**src/rtl/ascon_perm_seq.sv**
```systemverilog
// ascon_perm_seq: iterative Ascon-p permutation engine, UNROLL (1 or 2) rounds per clock.
// Each round: constant addition (pc) -> bitsliced S-box layer (ascon_ps) -> linear layer (pl).
// Optional macro ASCON_PERM_ABORT_EN adds abort_i to cancel a RUN/DONE operation.

// One 5-bit S-box column; x_i/y_o = {x0,x1,x2,x3,x4} bits of the same column.
module ascon_sbox (
  input  logic [4:0] x_i,
  output logic [4:0] y_o
);
  logic w_a0, w_a1, w_a2, w_a3, w_a4;
  logic w_b0, w_b1, w_b2, w_b3, w_b4;

  assign w_a0 = x_i[4] ^ x_i[0];
  assign w_a1 = x_i[3];
  assign w_a2 = x_i[2] ^ x_i[3];
  assign w_a3 = x_i[1];
  assign w_a4 = x_i[0] ^ x_i[1];

  assign w_b0 = w_a0 ^ (~w_a1 & w_a2);
  assign w_b1 = w_a1 ^ (~w_a2 & w_a3);
  assign w_b2 = w_a2 ^ (~w_a3 & w_a4);
  assign w_b3 = w_a3 ^ (~w_a4 & w_a0);
  assign w_b4 = w_a4 ^ (~w_a0 & w_a1);

  assign y_o = {w_b0 ^ w_b4, w_b1 ^ w_b0, ~w_b2, w_b3 ^ w_b2, w_b4};
endmodule

// Substitution layer: 64 independent S-box columns across the five lanes.
module ascon_ps (
  input  logic [319:0] s_i,
  output logic [319:0] s_o
);
  logic [63:0][4:0] w_y;

  for (genvar j = 0; j < 64; j++) begin : g_col
    ascon_sbox u_sbox (
      .x_i ({s_i[256+j], s_i[192+j], s_i[128+j], s_i[64+j], s_i[j]}),
      .y_o (w_y[j])
    );
    assign {s_o[256+j], s_o[192+j], s_o[128+j], s_o[64+j], s_o[j]} = w_y[j];
  end
endmodule

module ascon_perm_seq #(
  parameter int UNROLL = 1
) (
  input  logic         clk_i,
  input  logic         rst_i,
`ifdef ASCON_PERM_ABORT_EN
  input  logic         abort_i,
`endif
  input  logic         in_valid_i,
  output logic         in_ready_o,
  input  logic [319:0] S_i,
  input  logic [3:0]   rounds_i,
  output logic         out_valid_o,
  input  logic         out_ready_i,
  output logic [319:0] S_o,
  output logic         busy_o
);
  if (UNROLL != 1 && UNROLL != 2) begin : g_bad_unroll
    $error("ascon_perm_seq: UNROLL must be 1 or 2");
  end

  typedef enum logic [1:0] {S_IDLE, S_RUN, S_DONE} state_t;

  state_t       r_state, w_state_nxt;
  logic [319:0] r_x;
  logic [319:0] r_so;
  logic [3:0]   r_rnd;

  logic         w_abort;
  logic [3:0]   w_n, w_rnd_init, w_rnd_nxt;
  logic         w_step2, w_last;
  logic [319:0] w_pc1, w_ps1, w_r1, w_r2, w_next;

  // round constant for round index i: F0, E1, ..., 4B
  function automatic logic [7:0] rc(input logic [3:0] i);
    return 8'hF0 - 8'(i) * 8'h0F;
  endfunction

  function automatic logic [63:0] ror(input logic [63:0] x, input int n);
    return (x >> n) | (x << (64 - n));
  endfunction

  function automatic logic [319:0] pl(input logic [319:0] s);
    logic [63:0] x0, x1, x2, x3, x4;
    {x0, x1, x2, x3, x4} = s;
    x0 = x0 ^ ror(x0, 19) ^ ror(x0, 28);
    x1 = x1 ^ ror(x1, 61) ^ ror(x1, 39);
    x2 = x2 ^ ror(x2, 1)  ^ ror(x2, 6);
    x3 = x3 ^ ror(x3, 10) ^ ror(x3, 17);
    x4 = x4 ^ ror(x4, 7)  ^ ror(x4, 41);
    return {x0, x1, x2, x3, x4};
  endfunction

`ifdef ASCON_PERM_ABORT_EN
  assign w_abort = abort_i;
`else
  assign w_abort = 1'b0;
`endif

  // 0 and anything above 12 run the full 12 rounds
  assign w_n        = (rounds_i == 4'd0 || rounds_i > 4'd12) ? 4'd12 : rounds_i;
  assign w_rnd_init = 4'd12 - w_n;

  // first round of the cycle: constant addition on x2[7:0]
  always_comb begin
    w_pc1             = r_x;
    w_pc1[135:128]    = r_x[135:128] ^ rc(r_rnd);
  end

  ascon_ps u_ps1 (.s_i(w_pc1), .s_o(w_ps1));
  assign w_r1 = pl(w_ps1);

  if (UNROLL == 2) begin : g_unroll2
    logic [319:0] w_pc2, w_ps2;
    // second round of the cycle, fed by the first
    always_comb begin
      w_pc2          = w_r1;
      w_pc2[135:128] = w_r1[135:128] ^ rc(4'(r_rnd + 4'd1));
    end
    ascon_ps u_ps2 (.s_i(w_pc2), .s_o(w_ps2));
    assign w_r2 = pl(w_ps2);
  end else begin : g_unroll1
    assign w_r2 = w_r1;
  end

  // two rounds only while at least two remain; an odd tail bypasses round two
  assign w_step2   = (UNROLL == 2) && (r_rnd <= 4'd10);
  assign w_next    = w_step2 ? w_r2 : w_r1;
  assign w_rnd_nxt = r_rnd + (w_step2 ? 4'd2 : 4'd1);
  assign w_last    = (w_rnd_nxt == 4'd12);

  // FSM state register
  always_ff @(posedge clk_i) begin
    if (rst_i) r_state <= S_IDLE;
    else       r_state <= w_state_nxt;
  end

  // next-state logic
  always_comb begin
    w_state_nxt = r_state;
    case (r_state)
      S_IDLE:  if (in_valid_i)                w_state_nxt = S_RUN;
      S_RUN:   if (w_abort)                   w_state_nxt = S_IDLE;
               else if (w_last)               w_state_nxt = S_DONE;
      S_DONE:  if (w_abort || out_ready_i)    w_state_nxt = S_IDLE;
      default:                                w_state_nxt = S_IDLE;
    endcase
  end

  // datapath: latch request, iterate rounds, capture result on entry to DONE
  always_ff @(posedge clk_i) begin
    if (rst_i) begin
      r_x   <= '0;
      r_so  <= '0;
      r_rnd <= '0;
    end else if (r_state == S_IDLE && in_valid_i) begin
      r_x   <= S_i;
      r_rnd <= w_rnd_init;
    end else if (r_state == S_RUN && !w_abort) begin
      r_x   <= w_next;
      r_rnd <= w_rnd_nxt;
      if (w_last) r_so <= w_next;
    end
  end

  assign in_ready_o  = (r_state == S_IDLE);
  assign out_valid_o = (r_state == S_DONE);
  assign busy_o      = (r_state == S_RUN);
  assign S_o         = r_so;
endmodule

```
**config.mk**
```make
export PLATFORM = sky130hd
export DESIGN_NAME = ascon_perm_seq
export DESIGN_NICKNAME = d
export VERILOG_FILES = /design/src/rtl/ascon_perm_seq.sv
export SDC_FILE = /design/constraint.sdc
export NUM_CORES = 2
export LEC_CHECK = 0
export CAP_MARGIN = 20
export CORE_UTILIZATION = 60
export CTS_CLUSTER_DIAMETER = 50
export DETAILED_ROUTE_END_ITERATION = 8
export DONT_BUFFER_PORTS = 1
export PLACE_DENSITY = 0.82
export SYNTH_ARGS = -nofsm -noshare
export SYNTH_HDL_FRONTEND = slang
export SYNTH_HIERARCHICAL = 1
export SYNTH_SLANG_ARGS = --single-unit
```
**constraint.sdc**
```tcl
create_clock -name clk_i -period 8.6 [get_ports clk_i]
set_clock_uncertainty 0.15 [all_clocks]
set_input_delay 1.29 -clock clk_i [delete_from_list [all_inputs] [get_ports clk_i]]
set_output_delay 1.29 -clock clk_i [all_outputs]
set_load 0.05 [all_outputs]
```
# --- Word-level counts from Yosys, hierarchy flattened ---
# Cells that the tools add are included.
op_classes:
  magnitude_cmp: 1
  mux: 9
  n_mul: 1
  bitwise: 1430
  n_addsub: 3
  n_eq_ne: 6
  n_reduce_logical: 7
op_table:
  columns: ["cell", "n"]
  rows:
  - ["$xor A1 B1 Y1", 704]
  - ["$mux W320", 2]
  - ["$xor A64 B64 Y64", 10]
  - ["$not A1 Y1", 385]
  - ["$and A1 B1 Y1", 320]
  - ["$or A23 B64 Y64", 1]
  - ["$or A25 B64 Y64", 1]
  - ["$or A3 B64 Y64", 1]
  - ["$or A36 B64 Y64", 1]
  - ["$or A45 B64 Y64", 1]
  - ["$or A47 B64 Y64", 1]
  - ["$or A54 B64 Y64", 1]
  - ["$or A57 B64 Y64", 1]
  - ["$or A58 B64 Y64", 1]
  - ["$or A63 B64 Y64", 1]
  - ["$mux W4", 3]
  - ["$mul A4 B4 Y8 const B", 1]
  - ["$sub A8 B8 Y8 const A", 1]
  - ["$xor A8 B8 Y8", 1]
  - ["$mux W2", 3]
  - ["$pmux W2 S3", 1]
  - ["$reduce_and A3 Y1", 2]
  - ["$add A4 B1 Y4 const B", 1]
  - ["$eq A4 B4 Y1 const B", 1]
  - ["11 further kinds", 12]
totals:
  register_bits: 646
  word_cells: 1461

# --- Logic depth before layout (Yosys ltp) ---
logic_depth:
  ltp_word: 13
  mapped_depth: 19
  mapped_depth_nobuf: 18

# --- Hierarchy ---
# The synthesis kept the hierarchy.
modules_own_cells:
  columns: ["mod", "instances", "cells_per_inst", "area_per_inst_um2"]
  rows:
  - ["ascon_perm_seq", 1, 3565, 29590.9]
  - ["ascon_sbox", 64, 19, 140.1]

# --- Worst setup path before layout ---
# OpenSTA, ideal clock, no wires.
synth_timing:
  kind: "register -> register"
  start: "register r_rnd[2]"
  end: "register r_x[118]"
  path_slack_ns: 4.508
  required_ns: 8.380
  stages_incl_launch_ff: 18
  arrival_ns: 3.872
  synth_period_minus_slack_ns: 4.092
  cell_sequence: "dfxtp_1 -> inv_1 -> fa_1 -> ha_1 -> inv_1 -> ha_1 -> ha_1 -> a21o_1 -> a21oi_1 -> o21ai_0 -> xnor2_1 -> ha_1 -> xor2_1 -> xnor2_1 -> xnor2_1 -> xnor2_1 -> nand2_1 -> a21oi_1"
synth_between:
  elab_chain_cells: 10
synth_rtl:
  columns: ["item", "line", "source"]
  rows:
  - ["start: declaration", "70", "logic [3:0] r_rnd;"]
  - ["start signal: assignment", "161", "r_rnd <= w_rnd_init;"]
  - ["start signal: assignment", "164", "r_rnd <= w_rnd_nxt;"]
  - ["$mul A4 B4 Y8", "79", "return 8'hF0 - 8'(i) * 8'h0F;"]
  - ["$sub A8 B8 Y8", "79", null]
  - ["$xor A8 B8 Y8", "110", "w_pc1[135:128] = r_x[135:128] ^ rc(r_rnd);"]
  - ["named net w_pc1[135]", "75", "logic [319:0] w_pc1, w_ps1, w_r1, w_r2, w_next;"]
  - ["$xor A1 B1 Y1", "15", "assign w_a2 = x_i[2] ^ x_i[3];"]
  - ["$xor A1 B1 Y1", "21", "assign w_b2 = w_a2 ^ (~w_a3 & w_a4);"]
  - ["$xor A1 B1 Y1", "25", "assign y_o = {w_b0 ^ w_b4, w_b1 ^ w_b0, ~w_b2, w_b3 ^ w_b2, w_b4};"]
  - ["named net w_ps1[71]", "75", null]
  - ["$or A47 B64 Y64", "83", "return (x >> n) | (x << (64 - n));"]
  - ["$xor A64 B64 Y64", "92", "x3 = x3 ^ ror(x3, 10) ^ ror(x3, 17);"]
  - ["$mux W320", "162", "end else if (r_state == S_RUN && !w_abort) begin"]
  - ["$mux W320", "159", "end else if (r_state == S_IDLE && in_valid_i) begin"]
  - ["end signal: assignment", "160", "r_x <= S_i;"]
  - ["end signal: assignment", "163", "r_x <= w_next;"]
  - ["end: declaration", "68", "logic [319:0] r_x;"]
# The timed path passes the listed nets, and every way through them passes these cells. The select of a mux whose other input is x is not followed.
# A chain may end at the register's enable or synchronous reset.

# --- Worst setup path after layout ---
layout_timing:
  start: "register r_rnd[2]"
  end: "register r_x[117]"
# Same word-level chain as after synthesis.

==> impl_metrics.ini <==
[finish]
fillCellCount = 5536
final_common_cell = nand2_1
final_cell_mix = nand2_1 (1032), xnor2_1 (970), a21oi_1 (649)
nets = 5071
finalInstanceArea_um2 = 41400
final_layout_size_suffix_gt1_share_pct = 4.08
areaGrowthSynthToFinish_pct = 7.28

[critical_path]
criticalPathCategory = flip-flop to flip-flop
worstRegToRegCells = 18
critPathLaunchType = flip-flop
crit_fanout = 7
arrival_ps = 5310
cp-end-kind = flip-flop
r2r-start = r_rnd[2]
worstReg2RegEnd = r_x[117]
reg2reg_slack_ps = 3690
crit_path_start = r_rnd[2]
worst_ep_required_time_ps = 9000

[global_routing]
grt_max_degree = 647
track_usage_pct = 48.7
grt_remaining_overflow = 0
grt_pass1_wl_um = 231000
grt_pass1_vias = 32100
antenna_found_initial = 22

[placed_design]
place_congestion = 1.12
port_buffers = 0
place_ws_ps = 3930
dp_hpwl_um = 129000
postPlaceCellArea_um2 = 38500

[logic_synthesis]
syn_area_um2 = 38600
ys_warn_count = 6
ys_ff_latch = 646
syn_avg_cell_area_um2 = 8.07
yosysSeqAreaShare_pct = 33.5
yosysUniqueCellTypes = 31
postSynthCellCount = 4781
synth_fp_nets = 5261

[clocking]
htreeDepth = 3
cts_buffers = 81
clkSinkCount = 646
postCtsSetupBuffers = 0
clock_latency_ps = 650
root_buffer = clkbuf_16
tritoncts = built
cts_resized = 0
clkTransAtPathRegs_ps = 60
cts-hold-fix-buffers = 0
clock_path_buffers = 3

[job]
max_cap_violations = 0

[hold_path]
hold_path.class = flip-flop to flip-flop
whs_endpoint = r_rnd[1]
whs_path_depth = 2
hp-start = r_rnd[1]

[timing]
maxSlewHeadroom_pct = 1.70
whs_ps = 367
period_share_pct = 57.1
final.min_clock_period_ps = 4910
hold_violations = 0
rsz0062_at_grt = no
fin_ws_ps = 3690
fmaxAchievable_ghz = 0.204
tns_ps = 0
worst_slew_pin_slew_ps = 1470
setup_viol = 0
drv_slew = 0

[run_status]
status = finished, final reports clean

[floorplanning]
ioPinCount = 651
fp.dieW_um = 256
row_count = 92
start_util_pct = 60.9
die-area_um2 = 65300
die_y_um = 256
core_area_um2 = 63300

[route]
drc_errors = 0
routed_wl_um = 166000
ant_nets = 0
drt_iter0_drc = 5450
avgViaCountPerCell = 6.38
dr_total_vias = 35300
first_pass_iters = 7
drt-wirelength-per-cell_um = 30.1
## sequential cells by signal (all words and copies together), names as in the netlist
signal	flops
S_o	320
r_state	2
r_rnd	4
r_x	320
## kinds of logic after synthesis
group / synth area share, %
xor+xnor: 26.5
simple gates: 11.5
fa+ha+maj: 6.63
flops: 33.5
buf+inv: 5.99
compound gates: 15.8
## through the flow
step           util [%]  instances
6_report           65.3       5523
5_1_grt            65.3       5519
4_1_cts            65.2       5496
3_5_place_dp       60.8       5352
3_3_place_gp       60.8       5351
2_1_floorplan         -       4781
## Yosys cell counts
cell	number	area share (%)
a2111oi_0	2	0.045
a211o_1	1	0.023
a211oi_2	1	0.032
a21bo_2	1	0.026
a21o_1	2	0.039
a21oi_1	649	8.4
a22oi_1	321	6.2
a31oi_1	1	0.016
buf_1	26	0.25
buf_2	75	0.97
buf_4	64	1.2
clkbuf_1	150	1.5
dfxtp_1	646	34
fa_1	2	0.10
ha_1	150	4.9
inv_1	211	2.1
maj3_1	64	1.7
nand2_1	1032	10
nand2b_1	3	0.049
nand3b_1	1	0.019
nor2_1	136	1.3
nor2_2	1	0.016
nor2b_1	1	0.016
nor3_1	2	0.026
nor3b_1	1	0.019
o211a_1	1	0.026
o21ai_0	67	0.87
o221a_2	1	0.029
or2_2	1	0.016
xnor2_1	970	22
xor2_1	198	4.5
## worst max-delay path by stage
stage	end
floorplan	r_x[118]
global placement	r_x[308]
detailed placement	r_x[299]
CTS	r_x[116]
global route	r_x[116]
finish	r_x[117]
## area by class of cell
type	instances	area (µm²)	area share, %
inverter	211	800	1.93
clock buffer	101	2300	5.55
clock inverter	43	519	1.26
sequential	646	12900	31.3
multi-input combinational	3609	23300	56.4
tap	846	1060	2.56
timing repair buffer	42	353	0.853
antenna	25	62.6	0.151
## critical path, cell delays in order (launching register included)
cell     delay (ps)
dfxtp_1         450
inv_1           160
fa_1            460
ha_1            290
inv_1            40
ha_1            280
inv_1            60
fa_1            400
inv_1            80
a21o_1          110
a21oi_1          70
xnor2_1         340
ha_1            310
xor2_1          510
xnor2_1         290
xnor2_1         380
xnor2_1         190
nand2_1          70
a21oi_1         180
## routing by layer
layer / GRT usage [%] / routed length, µm / part of all wire, %
met1: 60.0 / 60000 / 36
met2: 71.5 / 69600 / 42
met5: 0 / 0 / 0
met4: 36.4 / 14200 / 8.6
met3: 14.8 / 22100 / 13
Power is left out: the tool's default activity adds up to more than one toggle a clock period on the data nets, which glitch-free logic cannot reach.
